--- config.mk ---
export PLATFORM = sky130hd
export DESIGN_NAME = seg_scan_capture
export DESIGN_NICKNAME = d
export VERILOG_FILES = /design/src/rtl/seg_scan_capture.sv
export SDC_FILE = /design/constraint.sdc
export NUM_CORES = 1
export LEC_CHECK = 0
export CORE_MARGIN = 1
export CORE_UTILIZATION = 55
export DETAILED_ROUTE_END_ITERATION = 8
export PLACE_DENSITY = 0.8
export SLEW_MARGIN = 5
export SYNTH_ARGS = -nofsm -noshare
export SYNTH_HDL_FRONTEND = slang
export SYNTH_SLANG_ARGS = --single-unit
export TNS_END_PERCENT = 1
--- constraint.sdc ---
create_clock -name Clk -period 3.8 [get_ports Clk]
set_input_delay 0.38 -clock Clk [delete_from_list [all_inputs] [get_ports Clk]]
set_output_delay 0.38 -clock Clk [all_outputs]
set_load 0.05 [all_outputs]
--- src/rtl/seg_scan_capture.sv ---
// Receive side of a scanned 4-digit 7-segment bus: synchronizes the pins, waits for a
// stable select+pattern, captures it per digit, decodes it to hex, and watches for scan loss.
module seg_scan_capture #(
  parameter int STABLE_CYC  = 4,
  parameter int TIMEOUT_CYC = 1024
) (
  input  logic        Clk,
  input  logic        Reset_n,
  input  logic [3:0]  Dig_In,
  input  logic [7:0]  Seg_In,
  output logic [31:0] Raw,
  output logic [15:0] Code,
  output logic [3:0]  Code_Valid,
  output logic        Frame_Done,
  output logic        Multi_Sel,
  output logic        Scan_Lost
);

  localparam logic [7:0]  STB_MAX = 8'(STABLE_CYC);
  localparam logic [7:0]  STB_PRE = 8'(STABLE_CYC - 1);
  localparam logic [15:0] TO_MAX  = 16'(TIMEOUT_CYC);

  // Returns {valid, hex} for an active-high gfedcba pattern.
  function automatic logic [4:0] f_decode(input logic [6:0] pat);
    logic [4:0] res;
    case (pat)
      7'h3F:   res = {1'b1, 4'h0};
      7'h06:   res = {1'b1, 4'h1};
      7'h5B:   res = {1'b1, 4'h2};
      7'h4F:   res = {1'b1, 4'h3};
      7'h66:   res = {1'b1, 4'h4};
      7'h6D:   res = {1'b1, 4'h5};
      7'h7D:   res = {1'b1, 4'h6};
      7'h07:   res = {1'b1, 4'h7};
      7'h7F:   res = {1'b1, 4'h8};
      7'h6F:   res = {1'b1, 4'h9};
      7'h77:   res = {1'b1, 4'hA};
      7'h7C:   res = {1'b1, 4'hB};
      7'h39:   res = {1'b1, 4'hC};
      7'h5E:   res = {1'b1, 4'hD};
      7'h79:   res = {1'b1, 4'hE};
      7'h71:   res = {1'b1, 4'hF};
      default: res = 5'b0_0000;
    endcase
    return res;
  endfunction

  logic [3:0]  r_dig_s1, r_dig_s2;
  logic [7:0]  r_seg_s1, r_seg_s2;
  logic [11:0] r_prev;
  logic [7:0]  r_stb_cnt;
  logic [15:0] r_to_cnt;
  logic [3:0]  r_mask;
  logic [31:0] r_raw;
  logic [15:0] r_code;
  logic [3:0]  r_cv;
  logic        r_frame_done, r_multi_sel, r_scan_lost;

  logic [3:0]  w_sel, w_cap_mask, w_mask_next;
  logic [7:0]  w_seg, w_stb_next;
  logic [2:0]  w_sel_cnt;
  logic        w_sel_valid, w_sel_multi, w_run, w_hit, w_cap, w_multi_hit;
  logic [15:0] w_to_next;
  logic [4:0]  w_dec;

  // Stability, capture, frame-mask and timeout next-state logic.
  always_comb begin
    w_sel       = ~r_dig_s2;
    w_seg       = ~r_seg_s2;
    w_sel_cnt   = {2'b00, w_sel[0]} + {2'b00, w_sel[1]} + {2'b00, w_sel[2]} + {2'b00, w_sel[3]};
    w_sel_valid = (w_sel_cnt == 3'd1);
    w_sel_multi = (w_sel_cnt >= 3'd2);
    // A multi-select run shares the stability counter; validity cannot change within a run.
    w_run       = ({w_sel, w_seg} == r_prev) && (w_sel_valid || w_sel_multi);
    w_hit       = w_run && (r_stb_cnt == STB_PRE);
    w_cap       = w_hit && w_sel_valid;
    w_multi_hit = w_hit && w_sel_multi;
    w_dec       = f_decode(w_seg[6:0]);
    w_cap_mask  = 4'b0000;
    w_stb_next  = 8'd0;
    w_to_next   = 16'd0;
    if (w_cap) begin
      w_cap_mask = w_sel;
    end else begin
      w_cap_mask = 4'b0000;
    end
    if (w_run && (r_stb_cnt != STB_MAX)) begin
      w_stb_next = r_stb_cnt + 8'd1;
    end else if (w_run) begin
      w_stb_next = r_stb_cnt;
    end else begin
      w_stb_next = 8'd0;
    end
    if (w_sel_valid) begin
      w_to_next = 16'd0;
    end else if (r_to_cnt != TO_MAX) begin
      w_to_next = r_to_cnt + 16'd1;
    end else begin
      w_to_next = r_to_cnt;
    end
    // A full mask is held for exactly the Frame_Done cycle; a capture then starts the new mask.
    if (r_mask == 4'hF) begin
      w_mask_next = w_cap_mask;
    end else begin
      w_mask_next = r_mask | w_cap_mask;
    end
  end

  // Two-stage synchronizer; reset to the idle (all-high) pin level.
  always_ff @(posedge Clk or negedge Reset_n) begin
    if (!Reset_n) begin
      r_dig_s1 <= 4'hF;
      r_dig_s2 <= 4'hF;
      r_seg_s1 <= 8'hFF;
      r_seg_s2 <= 8'hFF;
    end else begin
      r_dig_s1 <= Dig_In;
      r_dig_s2 <= r_dig_s1;
      r_seg_s1 <= Seg_In;
      r_seg_s2 <= r_seg_s1;
    end
  end

  // Capture state, per-digit data and status pulses.
  always_ff @(posedge Clk or negedge Reset_n) begin
    if (!Reset_n) begin
      r_prev       <= 12'h000;
      r_stb_cnt    <= 8'd0;
      r_to_cnt     <= 16'd0;
      r_mask       <= 4'h0;
      r_raw        <= 32'h0000_0000;
      r_code       <= 16'h0000;
      r_cv         <= 4'h0;
      r_frame_done <= 1'b0;
      r_multi_sel  <= 1'b0;
      r_scan_lost  <= 1'b0;
    end else begin
      r_prev       <= {w_sel, w_seg};
      r_stb_cnt    <= w_stb_next;
      r_to_cnt     <= w_to_next;
      r_mask       <= w_mask_next;
      r_frame_done <= (w_mask_next == 4'hF);
      r_multi_sel  <= w_multi_hit;
      r_scan_lost  <= (w_to_next == TO_MAX);
      for (int k = 0; k < 4; k++) begin
        if (w_cap_mask[k]) begin
          r_raw[8*k +: 8]  <= w_seg;
          r_code[4*k +: 4] <= w_dec[3:0];
          r_cv[k]          <= w_dec[4];
        end
      end
    end
  end

  assign Raw        = r_raw;
  assign Code       = r_code;
  assign Code_Valid = r_cv;
  assign Frame_Done = r_frame_done;
  assign Multi_Sel  = r_multi_sel;
  assign Scan_Lost  = r_scan_lost;

endmodule

==> results of run 1 <==
-- power breakdown --
group	total, W	leakage (nW)	internal (W)	switching, W
Combinational	0.000246	0.941	0.000105	0.000141
Sequential	0.00139	1.55	0.00132	0.0000685
Clock	0.00153	0.266	0.000951	0.000584
Total	0.00317	2.75	0.00237	0.000793
-- worst paths after layout --
check                      depth (start not counted)         from          end
min in group asynchronous                          2      Reset_n      Raw[11]
hold reg to reg                                    0  r_seg_s1[2]  r_seg_s2[2]
setup reg to reg                                   8  r_dig_s2[1]     Code[12]
setup / recovery                                   8  r_dig_s2[1]     Code[12]
hold / removal                                     1    Dig_In[2]  r_dig_s1[2]
max in group asynchronous                          3      Reset_n  r_dig_s2[0]
-- logic make-up after synthesis --
| family | after synthesis |
|---|---|
| buffers and inverters | 53 |
| AND/OR/NAND/NOR | 168 |
| multiplexers | 18 |
| AO/OA/AOI/OAI | 69 |
| flip-flops | 119 |
| adder cells (fa/ha/maj) | 8 |
| XOR/XNOR | 35 |
-- state kept, by name, summed over array words and instances, names as in the netlist, 8 cells and up --
register / flops
r_stb_cnt: 8
r_seg_s1: 8
Raw: 32
r_to_cnt: 16
r_prev: 12
r_seg_s2: 8
Code: 16
-- cell type report --
type,instances,share of cell area (%)
clock inverter,14,2.34
inverter,24,1.41
sequential,119,47.0
tap,108,2.11
multi-input combinational,298,28.8
timing repair buffer,77,11.7
clock buffer,18,6.68
-- cell usage in the layout, fill, tap and decap left out, drive strengths merged, types with 4 or more instances in the layout --
cell type      count
inv               26
a31oi              5
nand3             13
nand4              8
nor2              40
xor2               9
o21ai             39
dfstp             24
dfrtp             95
clkdlybuf4s50     67
a21oi             14
clkinv             4
nand2             53
or3                5
nor4               7
nor4b              6
mux2              16
buf                9
nor3              16
xnor2             26
clkbuf            18
ha                 7
clkinvlp           6
-- routing by layer --
| metal | global-route usage [%] | up-vias | wire, um |
|---|---|---|---|
| met5 | 0 | - | 0 |
| met4 | 9.56 | 0 | 130 |
| met3 | 6.87 | 14 | 545 |
| met2 | 41.4 | 116 | 5710 |
| met1 | 31.2 | 1799 | 4540 |
| li1 | - | 1734 | - |
-- Yosys cell counts (3+ instances only) --
library cell  count  area (sq um)
a21oi_1          14          70.1
a31oi_1           5          31.3
buf_2            11          55.1
clkbuf_1         15          56.3
dfrtp_1          95          2380
dfstp_2          24           631
ha_1              7          87.6
inv_1            24          90.1
mux2_1            3          33.8
mux2_2           12           135
nand2_1          53           199
nand3_1          13          65.1
nand4_1           8          50.1
nor2_1           40           150
nor3_1           11          55.1
nor3_2            5          50.1
nor4_1            7          43.8
nor4b_1           6          52.6
o21ai_0           7          35.0
o21ai_1          32           160
or3_1             5          31.3
xnor2_1          26           228
xor2_1            9          78.8
-- metrics by stage --
step	total power (W)	hold WS (ns)	setup WS [ns]	cells
finish	0.00317	0.260	0.356	658
global route	0.00330	0.250	0.169	658
CTS	0.00320	0.237	0.331	658
detailed placement	0.00165	0.347	0.337	625
global placement	0.00163	0.345	0.430	625
floorplan	0.00155	0.0844	0.582	470
==> flow_summary_export.csv, run 1 <==
group,metric,value,unit
grt,global_route.usage.total,24.9,%
cts,post_cts_resized,0,
route,route.detailed.drc,11,
critical_path,critical_path_peak_fanout,8,
place,place.gp.congestion,0.901,
route,routed_wl,10900,um
critical_path,critical_path.endpoint_type,"flop",
hold_path,hold_class,"primary input to flop",
cts,htreeDepth,4,
finish,multi_input_area,0.00185,sq mm
power,total_leakage_power,2.75,nW
critical_path,timing.critical_path.buf_inv,2,
finish,nNetsFinal,559,
floorplanning,floorplan.die_area,0.00961,sq mm
route,antenna_violating_nets_left,0,
grt,grt-ovfl-total,0,
route,drt-initial-drc-count,198,
finish,fillers,579,
cts,postCtsSetupRepairBufs,0,
logic_synthesis,ys_warn_count,0,
cts,insertion_delay_to_the_later_sink_of_the_worst_skew_pair,0.53,ns
logic_synthesis,yosysSeqAreaShare,59.3,%
cts,cts_sinks,119,
job,maxCapViolations,0,
run_status,violations,"DRC",
route,detail_route.vias_per_cell,5.57,
finish,area.growth.synth_to_final,26.2,%
logic_synthesis,synth_fa_ha_area_share,2.12,%
logic_synthesis,synth-edff-count,0,
logic_synthesis,synthArstFlopShare,100,%
route,route.detailed.wl_per_inst,16.6,um
timing,rsz_0062_raised_after_global_routing,"false",
floorplanning,num_io_pins,69,
cts,clk_pin_slew_worst_paths,0.06,ns
timing,clock-skew-final,0.00601,ns
timing,layout_min_cycle_time,3.44,ns
timing,max_clock_freq,290,MHz
cts,clock_tree.root_cell,"clkbuf_8",
power,power.ir.vdd_worst,0.412,mV
timing,aggregate_negative_setup_slack,0,ns
grt,grt_pass1_vias,3611,
route,dr_total_vias,3663,
floorplanning,core_area,0.00881,sq mm
finish,n_antenna_cell,0,
timing,relSlewSlack,48.7,%
grt,grt_first_pass_wirelength,18100,um
floorplanning,initial_core_util,57.6,%
route,detailedRoute.firstPassIterationCount,7,
finish,share_of_cells_above_drive_strength_1,15.5,%
critical_path,worstSetupStartpointType,"flop",
finish,stdcell_area,0.00641,sq mm
place,placed_area,0.00582,sq mm
timing,slew_viol_final,0,
critical_path,timing.critical_path.cells,"fa_1 -> inv_1 -> ha_1 -> inv_1 -> ha_1 -> or4b_1 -> nor3_2 -> mux2_2",
place,detailed_place_hpwl,7410,um
timing,setup_violations,0,
critical_path,worst_endpoint_required_time,4.21,ns
cts,tritoncts,"built",
finish,final_core_util,72.7,%
grt,antenna_found_initial,0,
critical_path,cpLargestDelayFamily,"simple AND/OR/NAND/NOR gates",
logic_synthesis,postSynthAreaPerCell,10.8,sq um
logic_synthesis,synth_top_family_by_area,"simple AND/OR/NAND/NOR gates",
logic_synthesis,synth_simple_gate_area_share,16.7,%
floorplanning,die-height,98.1,um
logic_synthesis,synth_ff_type,"dfrtp_1",
critical_path,timing.critical_path.slowest_cell_delay,0.70,ns
critical_path,slowest_library_cell_on_the_worst_path,"or4b_1",
timing,layout_worst_path_cycle_share,90.6,%
critical_path,critPathKind,"flop to flop",
cts,numCtsBuffers,17,
critical_path,cp.arrival,3.85,ns
logic_synthesis,synth_seq_cells,119,
logic_synthesis,synthXorXnorAreaFrac,6.04,%
cts,holdBufCountCts,1,
logic_synthesis,post_synth_instance_area,0.00507,sq mm
timing,worst_margin_pin_slew,0.769,ns
floorplanning,die_w,98.1,um
place,port-buffer-count,68,
logic_synthesis,ys_types,51,
grt,pin_count_of_the_biggest_net_entering_global_routing,64,
logic_synthesis,syn-num-nets,492,
power,ratio_of_total_power_to_cell_area,495,mW/mm^2
critical_path,worst-r2r-setup-slack,0.36,ns
cts,max-clock-path-buffers,2,
logic_synthesis,mux_share_of_post_synthesis_cell_area,4.02,%
run_status,status,"finished with violations",
finish,seqCellArea,0.00301,sq mm
timing,final-hold-violation-count,0,
logic_synthesis,postSynthCellCount,470,
logic_synthesis,synth-compound-area-share,7.52,%
floorplanning,placementRows,34,
(Power assumes the default switching activity.)
==> inputs of run 2 (changes only) <==
--- a/config.mk
+++ b/config.mk
@@ -9,6 +9,7 @@
 export CORE_UTILIZATION = 55
 export DETAILED_ROUTE_END_ITERATION = 8
 export PLACE_DENSITY = 0.8
+export SETUP_SLACK_MARGIN = 0.4
 export SLEW_MARGIN = 5
 export SYNTH_ARGS = -nofsm -noshare
 export SYNTH_HDL_FRONTEND = slang
==> flow_summary_export.csv, run 2 (same netlist as run 1, synthesis figures left out) <==
group,metric,value,unit
cts,cts_sinks,119,
power,p_int,0.00237,W
timing,worst_hold_slack,0.257,ns
power,total_leakage_power,2.76,nW
floorplanning,die-height,98.1,um
route,routed_wl,10900,um
timing,max_clock_freq,291,MHz
finish,fillers,578,
critical_path,cp.arrival,3.84,ns
finish,multi_input_area,0.00185,sq mm
cts,max-clock-path-buffers,2,
critical_path,critical_path_peak_fanout,8,
timing,worst_margin_pin_slew,0.769,ns
timing,rsz_0062_raised_after_global_routing,"true",
grt,global_route.usage.total,24.9,%
route,route.detailed.wl_per_inst,16.6,um
timing,layout_worst_path_cycle_share,90.4,%
floorplanning,floorplan.die_area,0.00961,sq mm
finish,area.growth.synth_to_final,26.3,%
critical_path,worstSetupStartpointType,"flop",
power,netSwitchingFraction,25.2,%
timing,slew_viol_final,0,
power,ratio_of_total_power_to_cell_area,495,mW/mm^2
place,detailed_place_hpwl,7410,um
place,placedCellCount,625,
grt,antenna_found_initial,0,
route,drt-initial-drc-count,209,
timing,final-hold-violation-count,0,
timing,layout_min_cycle_time,3.43,ns
timing,aggregate_negative_setup_slack,0,ns
place,port-buffer-count,68,
floorplanning,placementRows,34,
floorplanning,num_io_pins,69,
finish,seqCellArea,0.00301,sq mm
critical_path,critPathKind,"flop to flop",
cts,insertion_delay_to_the_later_sink_of_the_worst_skew_pair,0.53,ns
run_status,violations,"DRC",
finish,nNetsFinal,559,
hold_path,hold_class,"primary input to flop",
place,place.gp.congestion,0.901,
grt,grt-ovfl-total,0,
floorplanning,initial_core_util,57.6,%
power,total_switching_power,0.000798,W
finish,most-common-layout-cells,"dfrtp_1, clkdlybuf4s50_1, nand2_1",
route,detailedRoute.firstPassIterationCount,7,
floorplanning,core_area,0.00881,sq mm
cts,tritoncts,"built",
cts,postCtsSetupRepairBufs,0,
grt,pin_count_of_the_biggest_net_entering_global_routing,64,
cts,numCtsBuffers,17,
route,antenna_violating_nets_left,0,
critical_path,worst_endpoint_required_time,4.21,ns
finish,largest_reg_flops,32,
timing,relSlewSlack,48.8,%
run_status,status,"finished with violations",
grt,grt_first_pass_wirelength,18100,um
cts,htreeDepth,4,
job,maxCapViolations,0,
finish,final_core_util,72.8,%
hold_path,hold_path_depth,1,
route,route.detailed.drc,11,
timing,setup_violations,0,
critical_path,critical_path.endpoint_type,"flop",
route,detail_route.vias_per_cell,5.58,
power,pwr-share-seq,43.7,%
grt,grt_pass1_vias,3629,
power,power.ir.vdd_worst,0.413,mV
cts,clock_tree.root_cell,"clkbuf_8",
timing,clock-skew-final,0.00506,ns
finish,share_of_cells_above_drive_strength_1,15.6,%
cts,clk_pin_slew_worst_paths,0.06,ns
floorplanning,die_w,98.1,um
finish,n_antenna_cell,0,
power,clockPowerShare,48.5,%
power,comb_power_share,7.8,%
finish,layout_commonest_cell,"dfrtp_1",
critical_path,worst_r2r_path_depth,8,
route,dr_total_vias,3670,
finish,stdcell_count,658,
## run 2: metal layers
metal | vias to the layer above | wire length, um | GRT usage [%]
li1 | 1736 | - | -
met1 | 1784 | 4530 | 30.8
met2 | 131 | 5620 | 41.4
met3 | 19 | 620 | 7.09
met4 | 0 | 161 | 10.1
met5 | - | 0 | 0
## run 2: timing repair
action / in CTS / in global routing
hold buffers: 1 / 0
pin swaps: 0 / 0
endpoints found under the hold margin: 47 / 0
endpoints found under the setup margin: 21 / 44
resized for setup: 1 / 0
## run 2: stage by stage
stage          setup slack (ns)  power, W  cell area, sq um
2_1_floorplan             0.582   0.00155              5070
3_3_place_gp              0.430   0.00163              5820
3_5_place_dp              0.337   0.00165              5820
4_1_cts                   0.338   0.00320              6410
5_1_grt                   0.212   0.00330              6410
6_report                  0.365   0.00317              6410
## run 2: worst paths after layout
check                             from             to  slack [ns]
hold / removal               Dig_In[2]    r_dig_s1[2]        0.26
hold reg to reg            r_seg_s1[2]    r_seg_s2[2]        0.36
max in group asynchronous      Reset_n    r_dig_s2[0]        2.38
setup / recovery           r_dig_s2[1]  Code_Valid[0]        0.37
min in group asynchronous      Reset_n        Raw[11]        0.48
setup reg to reg           r_dig_s2[1]  Code_Valid[0]        0.37
## run 2: cell type report
cell class | instances | share of cell area (%)
clock inverters | 14 | 2.34
repair buffers | 77 | 11.7
inverters | 24 | 1.41
multi-input cells | 298 | 28.9
well taps | 108 | 2.11
clock buffers | 18 | 6.67
flip-flops and latches | 119 | 46.9
## run 2: power groups by stage
stage | clock (W) | combinational [W] | sequential (W)
2_1_floorplan | 0 | 0.000191 | 0.00136
3_3_place_gp | 0 | 0.000230 | 0.00140
3_5_place_dp | 0 | 0.000243 | 0.00141
4_1_cts | 0.00156 | 0.000248 | 0.00139
5_1_grt | 0.00162 | 0.000282 | 0.00140
6_report | 0.00154 | 0.000246 | 0.00139
## run 2: worst max-delay path, stage by stage, from the launching register on
cell,delay (ns)
dfstp_2,0.59
fa_1,0.42
inv_1,0.07
ha_1,0.16
inv_1,0.05
ha_1,0.32
or4b_1,0.70
nor3_2,0.59
mux2_2,0.41
==> patch 1 (flow settings as in run 2) <==
Register the output `Raw` once more, with the module's reset; this adds one clock of latency there. The other outputs are not delayed to match.
--- a/src/rtl/seg_scan_capture.sv
+++ b/src/rtl/seg_scan_capture.sv
@@ -153,5 +153,11 @@
   end
 
-  assign Raw        = r_raw;
+  always_ff @(posedge Clk or negedge Reset_n) begin
+    if (!Reset_n) begin
+      Raw <= '0;
+    end else begin
+      Raw <= r_raw;
+    end
+  end
   assign Code       = r_code;
   assign Code_Valid = r_cv;
Behaviour: not the same (a bounded check fails within 10 cycles, from zero or initial values and one cycle with Reset_n low).
==> patch 1 against run 2 <==
Sequential power grew 24%. Final area grew 14%. Synthesized cell count grew 6.6%. Sequential cell count grew 32. Cell count grew 7.6%. Clock skew grew 8.5 ps. Area after synthesis grew 18%. Worst setup slack gained 33 ps. Critical path depth grew 4. Total power grew 12%. Die area grew 18%. Wire length grew 9.9%. Critical endpoint is now Scan_Lost.
==> patch 1: results (changes against run 2) <==
overall fraction of global-route tracks in use 0.239 (-0.0104); Filler Cell Count 730 (+26%); met2 capacity usage during global routing 0.410 (-0.00385); drt first pass iters 5 (-2); nets in the synthesized netlist 523 (+6.3%); Register-to-Register Path Depth 12 (+4); hold_sp Seg_In[4]; Final HPWL DP 7450 um (+0.67%); Hold Path Sink r_seg_s1[4]; Max Root-Sink Buffers 2 (unchanged); total via count in the routed design 3,954 (+7.7%); share of layout cells above drive strength 1 0.136 (-0.0200); Met3 Routed Length 609 um (-1.8%); Max transition margin 0.405 (-0.0821); Worst Slack Setup Final 398 ps (+33.2 ps); list of most frequent post-synthesis cells dfrtp_1, nand2_1, nor2_1, o21ai_1, dfstp_2; initial antenna violation count 0 (unchanged); data arrival time of the critical path 3830 ps (about the same); destination of the critical timing path Scan_Lost; Critical R2R Launch r_dig_s2[3]; number of synthesis warnings 0 (unchanged); sum of met2 wire segment lengths after detailed routing 6230 um (+11%); pin count of the biggest net entering global routing 104 (+63%); post-DR wirelength/cell 17.0 um (+2.1%); count of H-tree levels built during CTS 4 (unchanged); worst r2r dst Scan_Lost; number of nets in the final layout 581 (+3.9%); wire length the detailed router placed on met1 4970 um (+9.7%); net switching component of the power 916 uW (+15%); first-pass GRT wire length 20,200 um (+12%); iteration-0 DRC count of the detailed router 230 (+10%); share of the yosys chip area belonging to registers 0.636 (+0.0429); number of library cell types mapped by synthesis 59 (+16%); final estimated routing congestion in global placement 0.846 (-6.1%); worst clock skew 13.5 ps (+8.47 ps); pre-CTS setup slack 361 ps (+23.9 ps); met3 GRT Util 0.0540 (-0.0169); hold_ws 257 ps (-0.144 ps); main area contributors after synthesis dfrtp_1, dfstp_2, xnor2_1; maximum fanout along the worst path 19 (+11); GR Util met1 0.298 (-0.0108); maximum vdd drop 0.310 mV (-25%); status finished clean; standby leakage power 3.29 nW (+20%); number of global-route vias before repair 3,946 (+8.7%); clock root cell clkbuf_8; Main synth FF type dfrtp_1
patch 1: cell count changes in the layout (fill, tap and decap cells not counted), sizes merged, moves of 4 or more:
cell,delta
buf,-4
dfrtp,+32
nor2,-8
mux2,+4
inv,+5
nor4b,-5
nor3,-9
a21oi,-5
patch 1: power groups by stage:
| stage | clock [mW] | combinational [mW] | sequential [mW] |
|---|---|---|---|
| floorplan | 0 | 0.163 | 1.72 |
| global placement | 0 | 0.219 | 1.74 |
| detailed placement | 0 | 0.227 | 1.75 |
| CTS | 1.64 | 0.229 | 1.72 |
| global route | 1.72 | 0.256 | 1.73 |
| finish | 1.62 | 0.226 | 1.72 |
patch 1: layout make-up:
type,count,area share
repair buffers,73,0.0991
flip-flops and latches,151,0.523
well taps,136,0.0234
multi-input cells,292,0.263
inverters,24,0.0124
clock buffers,17,0.0568
clock inverters,15,0.0225
patch 1: cell families after synthesis:
group                      after synthesis  synth area share
buffers and inverters                   58            0.0468
and+or+nand+nor                        161             0.140
AOI/OAI and AO/OA                       66            0.0645
xor gates and xnor gates                34            0.0497
muxes                                   21            0.0418
DFF                                    151             0.636
adders and majority gates               10            0.0213
patch 1: worst max-delay path, stage by stage, from the launching register on:
cell	delay, ps
dfstp_2	580
fa_1	420
inv_1	80
ha_1	160
inv_1	50
ha_1	330
nor3b_2	250
buf_4	270
nand2b_1	150
a21oi_1	40
a31o_1	200
or4b_1	530
nor4b_2	250
patch 1: timing repair:
item,in CTS,in global routing
resized for setup,1,4
endpoints found under the setup margin,22,54
hold buffers,1,0
endpoints found under the hold margin,64,0
patch 1: per-stage QoR:
step	instance area (um^2)	cells	total power, mW
after floorplan	5990	501	1.88
after global placement	6690	675	1.96
after detailed placement	6690	675	1.97
after CTS	7280	708	3.59
after global routing	7290	708	3.70
final	7290	708	3.57
==> patch 2 (settings of run 2) <==
Made on the original files. The parameter `TIMEOUT_CYC` goes from 1024 to 768.
--- a/src/rtl/seg_scan_capture.sv
+++ b/src/rtl/seg_scan_capture.sv
@@ -3,5 +3,5 @@
 module seg_scan_capture #(
   parameter int STABLE_CYC  = 4,
-  parameter int TIMEOUT_CYC = 1024
+  parameter int TIMEOUT_CYC = 768
 ) (
   input  logic        Clk,
Check against the original RTL: no difference found for any inputs over 10 cycles, from zero or initial values and one cycle with Reset_n low; that may be too few to reach the edited logic, so the function may still have changed.
==> patch 2 against run 2 <==
The run still ends with design-rule violations left. Wire length down 4.3%. Final area grew 0.12%. Worst setup slack improved by 110 ps. Sequential cell count unchanged. Non-clock buffer count shrank 5. Area after synthesis shrank 0.12%. Cell count up 0.61%. Clock skew rose by 2.3 ps. Fmax rose by 3.4%. Count of clock-buffer cells in the layout is 9 higher. Die area fell by 0.11%. First-iteration DRC count is 27% higher. Total power increased by 1.8%. Largest cell class unchanged. Largest power group unchanged.
==> patch 2: results (changes against run 2) <==
total of plain and repair buffers excluding clock buffers 72 (-6.5%); post-DR wirelength/cell 15.8 um (-4.9%); Data buffer area share 0.113 (-0.00404); drt first pass iters 8 (+1); average size of a mapped cell 10.7 um^2 (-1.2%); Cells after DPL 629 (+0.64%); share of layout cells above drive strength 1 0.132 (-0.0246); overall fraction of global-route tracks in use 0.237 (-0.0123); post-synthesis instance area 5070 um^2 (-0.12%); Seq Cell Count 119 (unchanged); source-to-sink clock delay at the later pin of the worst-skew pair 510 ps (-20 ps); net switching component of the power 724 uW (-9.3%); cell family with most CP delay adder cells; Avg Vias per Cell 5.60 (+0.40%); pre-CTS setup slack 546 ps (+209 ps); Worst Slack Setup Final 479 ps (+114 ps); maximum fanout along the worst path 11 (+3); total DRC errors in the routed layout 8 (-3); data arrival time of the critical path 3710 ps (-130 ps); worst r2r dst Code_Valid[1]; total via count in the routed design 3,707 (+1.0%); Synth Area in XOR/XNOR 0.0605 (+0.0000746); adder and majority gate portion of the synthesized area 0.0212 (+0.0000262); status finished with violations; max incr delay on CP 600 ps (-100 ps); Post-DP Area 5790 um^2 (-0.54%); main area contributors after synthesis dfrtp_1, dfstp_2, xnor2_1; destination of the critical timing path Code_Valid[1]; list of most frequent post-synthesis cells dfrtp_1, nand2_1, o21ai_0, nor2_1, xnor2_1; Slowest cell on crit path dfstp_2; final estimated routing congestion in global placement 0.830 (-7.8%); standby leakage power 2.75 nW (-0.14%); failing checks design-rule violations; inverter count 20 (-17%); Final HPWL DP 6840 um (-7.7%); first-pass GRT wire length 17,600 um (-2.4%); iteration-0 DRC count of the detailed router 266 (+27%); portion of netlist area occupied by mux cells 0.0197 (-0.0204); final-layout clock-cell area share 0.0961 (+0.00594); multi-input combinational cell count 311 (+4.4%); pin count of the biggest net entering global routing 67 (+4.7%); number of nets in the final layout 563 (+0.72%); Filler Cell Count 575 (-0.52%)
[patch 2: cell types whose count changed after synthesis, sizes merged, moves of 4 or more]
cell,run 2,this run
inv,24,20
nand2,53,62
nor4b,6,1
buf,14,10
and3,2,6
o21ai,39,50
mux2,16,8
[patch 2: power by group through the flow]
stage	Sequential [mW]	Combinational [mW]	Clock, mW
CTS	1.39	0.249	1.62
finish	1.39	0.247	1.60
global placement	1.40	0.240	0
global route	1.39	0.287	1.67
detailed placement	1.41	0.247	0
floorplan	1.37	0.190	0
[patch 2: worst min-delay path by stage]
stage | start | end | slack [ps] | cells after the start
after floorplan | Reset_n | Code[0] | 80 | 0
after global placement | r_seg_s1[0] | r_seg_s2[0] | 350 | 0
after detailed placement | r_seg_s1[1] | r_seg_s2[1] | 350 | 0
after CTS | Seg_In[6] | r_seg_s1[6] | 250 | 1
after global routing | Seg_In[1] | r_seg_s1[1] | 270 | 1
final | Seg_In[1] | r_seg_s1[1] | 280 | 1
[patch 2: worst register-to-register path: stages, from the launching register on]
cell     delay (ps)
dfstp_2         600
fa_1            430
inv_1            70
ha_1            160
inv_1            50
ha_1            330
xnor2_1         140
o21ai_0         140
nand4_1         330
nor3_1          560
mux2_2          400
[patch 2: metal layers]
metal / GRT usage / vias up / wire (um)
met3: 0.0523 / 18 / 677
met1: 0.304 / 1796 / 4400
li1: - / 1755 / -
met2: 0.384 / 138 / 5200
met4: 0.118 / 0 / 191
met5: 0 / - / 0
[patch 2: timing repair]
item / 4_1_cts / 5_1_grt
endpoints found under the hold margin: 37 / 0
endpoints found under the setup margin: 0 / 38
hold buffers: 1 / 0
setup buffers: 0 / 0
gates resized for setup: 0 / 1
